==> config.mk <==
export PLATFORM = sky130hd
export DESIGN_NAME = conv_latency_monitor
export DESIGN_NICKNAME = d
export VERILOG_FILES = /design/src/rtl/conv_latency_monitor.sv
export SDC_FILE = /design/constraint.sdc
export NUM_CORES = 1
export LEC_CHECK = 0
export CAP_MARGIN = 25
export CORE_UTILIZATION = 59
export CTS_BUF_LIST = sky130_fd_sc_hd__clkbuf_8
export DETAILED_ROUTE_END_ITERATION = 10
export PLACE_DENSITY = 0.88
export SETUP_SLACK_MARGIN = 0.05
export SYNTH_ARGS = -nofsm -noshare
export SYNTH_HDL_FRONTEND = slang
export SYNTH_SLANG_ARGS = --single-unit
==> constraint.sdc <==
create_clock -name clk_i -period 10.7 [get_ports clk_i]
set_input_delay 3.21 -clock clk_i [delete_from_list [all_inputs] [get_ports clk_i]]
set_output_delay 3.21 -clock clk_i [all_outputs]
set_load 0.05 [all_outputs]
==> src/rtl/conv_latency_monitor.sv <==
// rtl/conv_latency_monitor.sv - gamma-cycle convergence latency monitor for the L2 error
//
// Watches a stimulus for changes and counts gamma cycles until the observed
// error settles at or below TOL for HOLD consecutive samples, or until MAX_CYC
// cycles have passed. Each finished measurement is reported once and folded
// into running statistics.
//
// Ports:
//   clk_i          system clock
//   rst_i          synchronous reset, active-high
//   cycle_start_i  one-clock pulse at each gamma cycle boundary
//   en_i           measurement enable; low keeps the monitor idle
//   stim_in_i      observed stimulus (8 bit)
//   err_in_i       observed L2 error (8 bit)
//   busy_o         measurement (or report) in progress
//   lat_valid_o    one-clock pulse: lat_out_o / lat_timeout_o are new
//   lat_out_o      latency of the last report, in gamma cycles
//   lat_timeout_o  last report hit MAX_CYC without converging
//   trans_cnt_o    completed reports, saturating
//   abort_cnt_o    measurements restarted by a new transition, saturating
//   lat_sum_o      sum of reported latencies, saturating
//   lat_min_o      smallest reported latency (8'hFF before the first report)
//   lat_max_o      largest reported latency
module conv_latency_monitor #(
    parameter logic [7:0] TOL     = 8'd5,
    parameter logic [7:0] HOLD    = 8'd1,
    parameter logic [7:0] MAX_CYC = 8'd10
) (
    input  logic        clk_i,
    input  logic        rst_i,
    input  logic        cycle_start_i,
    input  logic        en_i,
    input  logic [7:0]  stim_in_i,
    input  logic [7:0]  err_in_i,
    output logic        busy_o,
    output logic        lat_valid_o,
    output logic [7:0]  lat_out_o,
    output logic        lat_timeout_o,
    output logic [7:0]  trans_cnt_o,
    output logic [7:0]  abort_cnt_o,
    output logic [15:0] lat_sum_o,
    output logic [7:0]  lat_min_o,
    output logic [7:0]  lat_max_o
);

    typedef enum logic [1:0] {
        S_IDLE    = 2'd0,
        S_MEASURE = 2'd1,
        S_REPORT  = 2'd2
    } state_t;

    // A HOLD of zero would report before any sample is seen; treat it as one.
    localparam logic [8:0] HOLD_EFF = (HOLD == 8'd0) ? 9'd1 : {1'b0, HOLD};

    state_t      state_q;
    logic [7:0]  stim_q;
    logic        primed_q;
    logic [7:0]  cnt_q;
    logic [7:0]  run_q;
    logic        busy_q;
    logic        lat_valid_q;
    logic [7:0]  lat_out_q;
    logic        lat_timeout_q;
    logic [7:0]  trans_cnt_q;
    logic [7:0]  abort_cnt_q;
    logic [15:0] lat_sum_q;
    logic [7:0]  lat_min_q;
    logic [7:0]  lat_max_q;

    logic        event_d;
    logic [7:0]  cnt_d;
    logic [8:0]  run_d;
    logic        converged_d;
    logic        report_d;
    logic [7:0]  rep_lat_d;
    logic        rep_to_d;
    logic [16:0] sum_ext_d;
    logic [15:0] lat_sum_d;

    always_comb begin
        event_d     = 1'b0;
        cnt_d       = 8'd0;
        run_d       = 9'd0;
        converged_d = 1'b0;
        report_d    = 1'b0;
        rep_lat_d   = 8'd0;
        rep_to_d    = 1'b0;
        sum_ext_d   = 17'd0;
        lat_sum_d   = 16'd0;

        // Nothing counts as a transition until the first enabled sample has
        // captured a reference value.
        event_d = primed_q & en_i & (stim_in_i != stim_q);

        cnt_d = cnt_q + 8'd1;
        // Nine bits so a run can never wrap back under HOLD.
        run_d = (err_in_i <= TOL) ? ({1'b0, run_q} + 9'd1) : 9'd0;
        converged_d = (run_d >= HOLD_EFF);

        // Convergence wins over a timeout landing on the same sample.
        report_d  = converged_d | (cnt_d >= MAX_CYC);
        rep_lat_d = converged_d ? cnt_d : MAX_CYC;
        rep_to_d  = ~converged_d;

        sum_ext_d = {9'd0, rep_lat_d} + {1'b0, lat_sum_q};
        lat_sum_d = sum_ext_d[16] ? 16'hFFFF : sum_ext_d[15:0];
    end

    always_ff @(posedge clk_i) begin
        if (rst_i) begin
            state_q       <= S_IDLE;
            stim_q        <= 8'd0;
            primed_q      <= 1'b0;
            cnt_q         <= 8'd0;
            run_q         <= 8'd0;
            busy_q        <= 1'b0;
            lat_valid_q   <= 1'b0;
            lat_out_q     <= 8'd0;
            lat_timeout_q <= 1'b0;
            trans_cnt_q   <= 8'd0;
            abort_cnt_q   <= 8'd0;
            lat_sum_q     <= 16'd0;
            lat_min_q     <= 8'hFF;
            lat_max_q     <= 8'd0;
        end else begin
            // The reference stimulus follows the input even while disabled,
            // so re-enabling never reports a stale change.
            stim_q <= stim_in_i;
            if (en_i) begin
                primed_q <= 1'b1;
            end
            lat_valid_q <= 1'b0;

            case (state_q)
                S_IDLE: begin
                    if (event_d) begin
                        state_q <= S_MEASURE;
                        cnt_q   <= 8'd0;
                        run_q   <= 8'd0;
                        busy_q  <= 1'b1;
                    end
                end

                S_MEASURE: begin
                    if (!en_i) begin
                        state_q <= S_IDLE;
                        busy_q  <= 1'b0;
                    end else if (event_d) begin
                        // A new transition restarts the count; a gamma pulse on
                        // the same edge belongs to the new stimulus' timeline
                        // and is deliberately not counted.
                        cnt_q <= 8'd0;
                        run_q <= 8'd0;
                        if (abort_cnt_q != 8'hFF) begin
                            abort_cnt_q <= abort_cnt_q + 8'd1;
                        end
                    end else if (cycle_start_i) begin
                        cnt_q <= cnt_d;
                        run_q <= run_d[7:0];
                        if (report_d) begin
                            // Results and statistics land on the edge into
                            // REPORT so they are stable while lat_valid is high.
                            state_q       <= S_REPORT;
                            lat_valid_q   <= 1'b1;
                            lat_out_q     <= rep_lat_d;
                            lat_timeout_q <= rep_to_d;
                            lat_sum_q     <= lat_sum_d;
                            if (trans_cnt_q != 8'hFF) begin
                                trans_cnt_q <= trans_cnt_q + 8'd1;
                            end
                            if (rep_lat_d < lat_min_q) begin
                                lat_min_q <= rep_lat_d;
                            end
                            if (rep_lat_d > lat_max_q) begin
                                lat_max_q <= rep_lat_d;
                            end
                        end
                    end
                end

                S_REPORT: begin
                    if (event_d) begin
                        state_q <= S_MEASURE;
                        cnt_q   <= 8'd0;
                        run_q   <= 8'd0;
                    end else begin
                        state_q <= S_IDLE;
                        busy_q  <= 1'b0;
                    end
                end

                default: begin
                    state_q <= S_IDLE;
                    busy_q  <= 1'b0;
                end
            endcase
        end
    end

    assign busy_o        = busy_q;
    assign lat_valid_o   = lat_valid_q;
    assign lat_out_o     = lat_out_q;
    assign lat_timeout_o = lat_timeout_q;
    assign trans_cnt_o   = trans_cnt_q;
    assign abort_cnt_o   = abort_cnt_q;
    assign lat_sum_o     = lat_sum_q;
    assign lat_min_o     = lat_min_q;
    assign lat_max_o     = lat_max_q;

endmodule

==> results.md <==
- The flow ran to the end, and the final reports show no timing, DRC or antenna violations.
- Of the synthesized area, sequential elements account for 0.3710.
- After detailed routing, the total wire length is 11210 um.
- The beginning of the worst hold path is lat_out_o[3].
- The half-perimeter wire length after placement is 7706 um.
- For this run, the total global-route usage over all layers was measured as 0.2718.
- The maximum number of buffers from clock root to sink is 2.
- The area growth from synthesis to layout is 21.38%.
- The number of inserted filler cells in the final layout is around 560.
- For the final routed database, the setup TNS stands at 0 ps.
- The hold violation total from the final report came to 0.
- The multi-input gate area in the final layout is between 2000 and 3000 um2.
- Of the post-synthesis cell area, the dominant cell type holds 0.3710.
- The min-delay analysis places its worst path in the category flop to flop.
- Subtracting the final worst setup slack from the clock period gives 7035 ps.
- The placer congestion estimate is 0.8897.
- The hold buffer count at cts is 0.
- Of all nets on the critical path, the largest fanout is 16.
- The worst hold slack after final layout is 461.1 ps.
- The final routed DRC violation total is 0.
- For the worst setup path, the data required time is 10950 ps.
- The net total in the final layout is 671.
- The worst setup path startpoint is err_in_i[2].
- Data on the critical path arrives at its endpoint at 7290 ps.
- The nature of the critical path endpoint is a flop.
- The first global-routing pass estimated 18510 um of wire.
- After layout, the design draws a total of 0.0005687 W.
- The die covers 8225 um2.
- The final critical-path share of the clock period is 0.6575.
- Power spread over the standard cell area amounts to 101.0 nW/um2.
- After layout, the worst setup slack is 3665 ps.
- The repair_antennas step left the layout with diodes totalling 0.
- The proportion of layout cells with a drive suffix above 1 is 0.04466.
- The depth of the worst hold-timing path is 2.
- The detail route stage leaves a number of antenna-violating nets equal to 0.
- The clock-pin transition on the worst setup and hold timing paths is around 90 ps.
- The global-route congestion overflow total is 0.
- The transition time of the tightest slew-check pin is 977.5 ps.
- The number of input and output port buffers inserted is 77.
- For this design the top-level I/O count stands at 79.
- After technology mapping, the gate count stands at about 560.
- The worst register-to-register path begins at run_q[0].
- OpenSTA, run right after detailed placement, puts the worst setup slack at 3363 ps.
- Detailed routing inserted a total of 4336 vias.
- Setup repair after global routing left no endpoint under its margin.
- The tool flagged a number of max-cap violations equal to 0.
- The later pin in the worst-skew pair is clocked with a latency of about 350 ps.
- The pre-antenna-repair detailed-routing pass consisted of 5 iterations.
- The area of the core is 7408 um2.
- The die is 90.69 um wide.
- The worst hold path terminates at lat_out_o[3].
- The post-synthesis net count is 607.
- The count of unique library cells instantiated by Yosys is 56.
- The first-iteration detailed-routing DRC count is 299.
- The CTS tree is yes.
- After detailed routing, the average wire length per cell comes to between 15 and 20 um.
- The static leakage is 2.075 nW.
- The number of gates resized after CTS was 0.
- The kind of start point of the critical path is a primary input.
- The largest vdd supply drop is about 110 uV.
- The clock skew after layout is 9.433 ps.
- Row generation in the floorplan step produced 31 rows.
- In the routed layout, each cell is associated on average with a via count of around 6.
- The max-slew violation count is 0.
- From bottom edge to top edge, the die measures 90.69 um.
- The setup slack of the worst register-to-register path is 6240 ps.
- CTS placed an instance of clkbuf_8 at the clock tree root.
- The total setup buffers inserted after CTS is 0.
- The tree built by TritonCTS fans out to 86 sinks.
- The yosys synthesis warning count is 0.
- For this run, the leading register cell type out of synthesis is dfxtp_1.
- In this run the critical register-to-register path is captured at lat_sum_o[11].
- The logic depth of the worst register-to-register path is 15.
- The cell type contributing the most total cell area after synthesis is dfxtp_1.
- The worst relative slew slack is 0.3483.
- The number of antenna violations at the first check in global routing is 0.
- The initial standard-cell utilization of the core is 0.6264.
- Counting flops with an async set or reset pin after synthesis yields a share of 0.
- For this run, the top clock speed supported by timing is 142.1 MHz.
- The average size of a mapped cell is 8.317 um2.
- The area used by sequential logic in the layout is 1722 um2.
- The number of synthesized flops with an enable pin is 0.
- In the post-synthesis netlist, the biggest area contributors are dfxtp_1 (37%), ha_1 (7.5%), nor2_1 (6.1%).
- In this run, synthesis produced a sequential element count of 86.
- The critical setup path kind is primary input to flop.
- The via count of the first global-routing pass is 4147.
- In this run the cell area of the synthesized design comes to 4641 um2.
- CTS built an H-tree with a depth of 3.
- Setup violations remaining at the end of the flow were counted as 0.
- The pin count of the biggest net entering global routing is 96.
- Buffers inserted during clock tree synthesis total 9.
[layer usage]
metal  share of wire  up-vias  global-route usage  routed length, um
met5               0        -                   0                  0
met4           0.020        0             0.09140                222
met3           0.053       24             0.06061                597
met2            0.49      146              0.4710               5535
met1            0.43     2060              0.3302               4855
li1                -     2106                   -                  -
[flip-flops by register name (all words and copies together) (netlist names)]
signal,flops
abort_cnt_o,8
lat_min_o,8
state_q,2
cnt_q,8
stim_q,8
busy_o,1
lat_valid_o,1
lat_max_o,8
trans_cnt_o,8
lat_timeout_o,1
run_q,8
lat_sum_o,16
lat_out_o,8
primed_q,1
[critical path, stage by stage]
cell             delay (ps)
clkdlybuf4s50_1         400
a211o_1                 300
nor4_2                  430
o21ai_4                 210
nor2_1                  280
ha_1                    230
inv_1                    60
fa_1                    400
nor2b_1                 180
o2111a_1                220
nor3_1                   70
or4_1                   750
o21ai_0                 190
a21oi_1                  90
a311oi_1                260
[where the power goes]
part           internal (W)  switching [W]  total (W)
clock network      0.000102       0.000113   0.000215
logic             0.0000131      0.0000167  0.0000299
registers          0.000322     0.00000190   0.000324
total              0.000437       0.000131   0.000569
[worst max-delay path by stage]
stage / endpoint / slack [ps]
final: lat_sum_o[11] / 3670
after CTS: lat_sum_o[11] / 3730
after floorplan: lat_sum_o[1] / 4340
after global routing: lat_sum_o[11] / 3470
after global placement: lat_sum_o[11] / 3440
after detailed placement: lat_sum_o[11] / 3360
[stage by stage]
| step | instances | area, um2 | utilization |
|---|---|---|---|
| after global placement | 709 | 5438 | 0.7340 |
| after detailed placement | 710 | 5445 | 0.7350 |
| after floorplan | 558 | 4641 | - |
| after global routing | 726 | 5633 | 0.7603 |
| after CTS | 726 | 5633 | 0.7603 |
| final | 726 | 5633 | 0.7603 |
[layout by cell type (no fill, tap or decap), drive strengths merged, types with 5 or more instances in the layout]
cell / instances
a211oi: 6
a21oi: 41
a311oi: 15
and2: 5
and3: 10
buf: 5
clkbuf: 12
clkdlybuf4s50: 76
dfxtp: 86
ha: 28
inv: 29
mux2i: 12
nand2: 30
nand2b: 6
nand3: 27
nand4: 6
nor2: 76
nor2b: 15
nor3: 21
o21a: 10
o21ai: 24
or3: 6
xnor2: 10
xor2: 20
[layout make-up]
| type | count | share of cell area |
|---|---|---|
| clock buffer | 12 | 0.02932 |
| clock inverter | 4 | 0.003998 |
| inverter | 27 | 0.01799 |
| multi-input combinational | 417 | 0.4798 |
| sequential | 86 | 0.3056 |
| tap | 99 | 0.02199 |
| timing repair buffer | 81 | 0.1413 |
[Yosys cell counts, types with 2 or more instances]
cell type,instances
a22oi_1,3
dfxtp_1,86
nand2_1,30
a21o_1,2
nor3_1,21
o21a_1,10
a21boi_0,2
nor2b_1,15
o21ai_0,22
a31oi_1,4
a21oi_1,41
xnor2_1,10
and3_1,10
mux2i_1,12
and4_1,2
a211oi_1,6
or4_1,2
o211ai_1,3
nor3b_1,2
or2_2,2
xor2_1,20
clkbuf_1,19
nand3_1,27
and2_1,5
nor4_1,3
buf_2,5
ha_1,28
or3_1,6
nor2_1,76
nand3b_1,3
nand2b_1,6
nand4_1,6
a41oi_1,4
inv_1,27
a311oi_1,15
buf_1,3
[cell families after synthesis]
group,count (synthesis),synth area share
mux,13,0.02831
simple gates,219,0.2316
compound gates,126,0.1860
fa+ha+maj,29,0.07981
flops,86,0.3710
buf+inv,55,0.04664
xor+xnor,30,0.05662
Note: power is estimated with default switching activity, not from simulation.
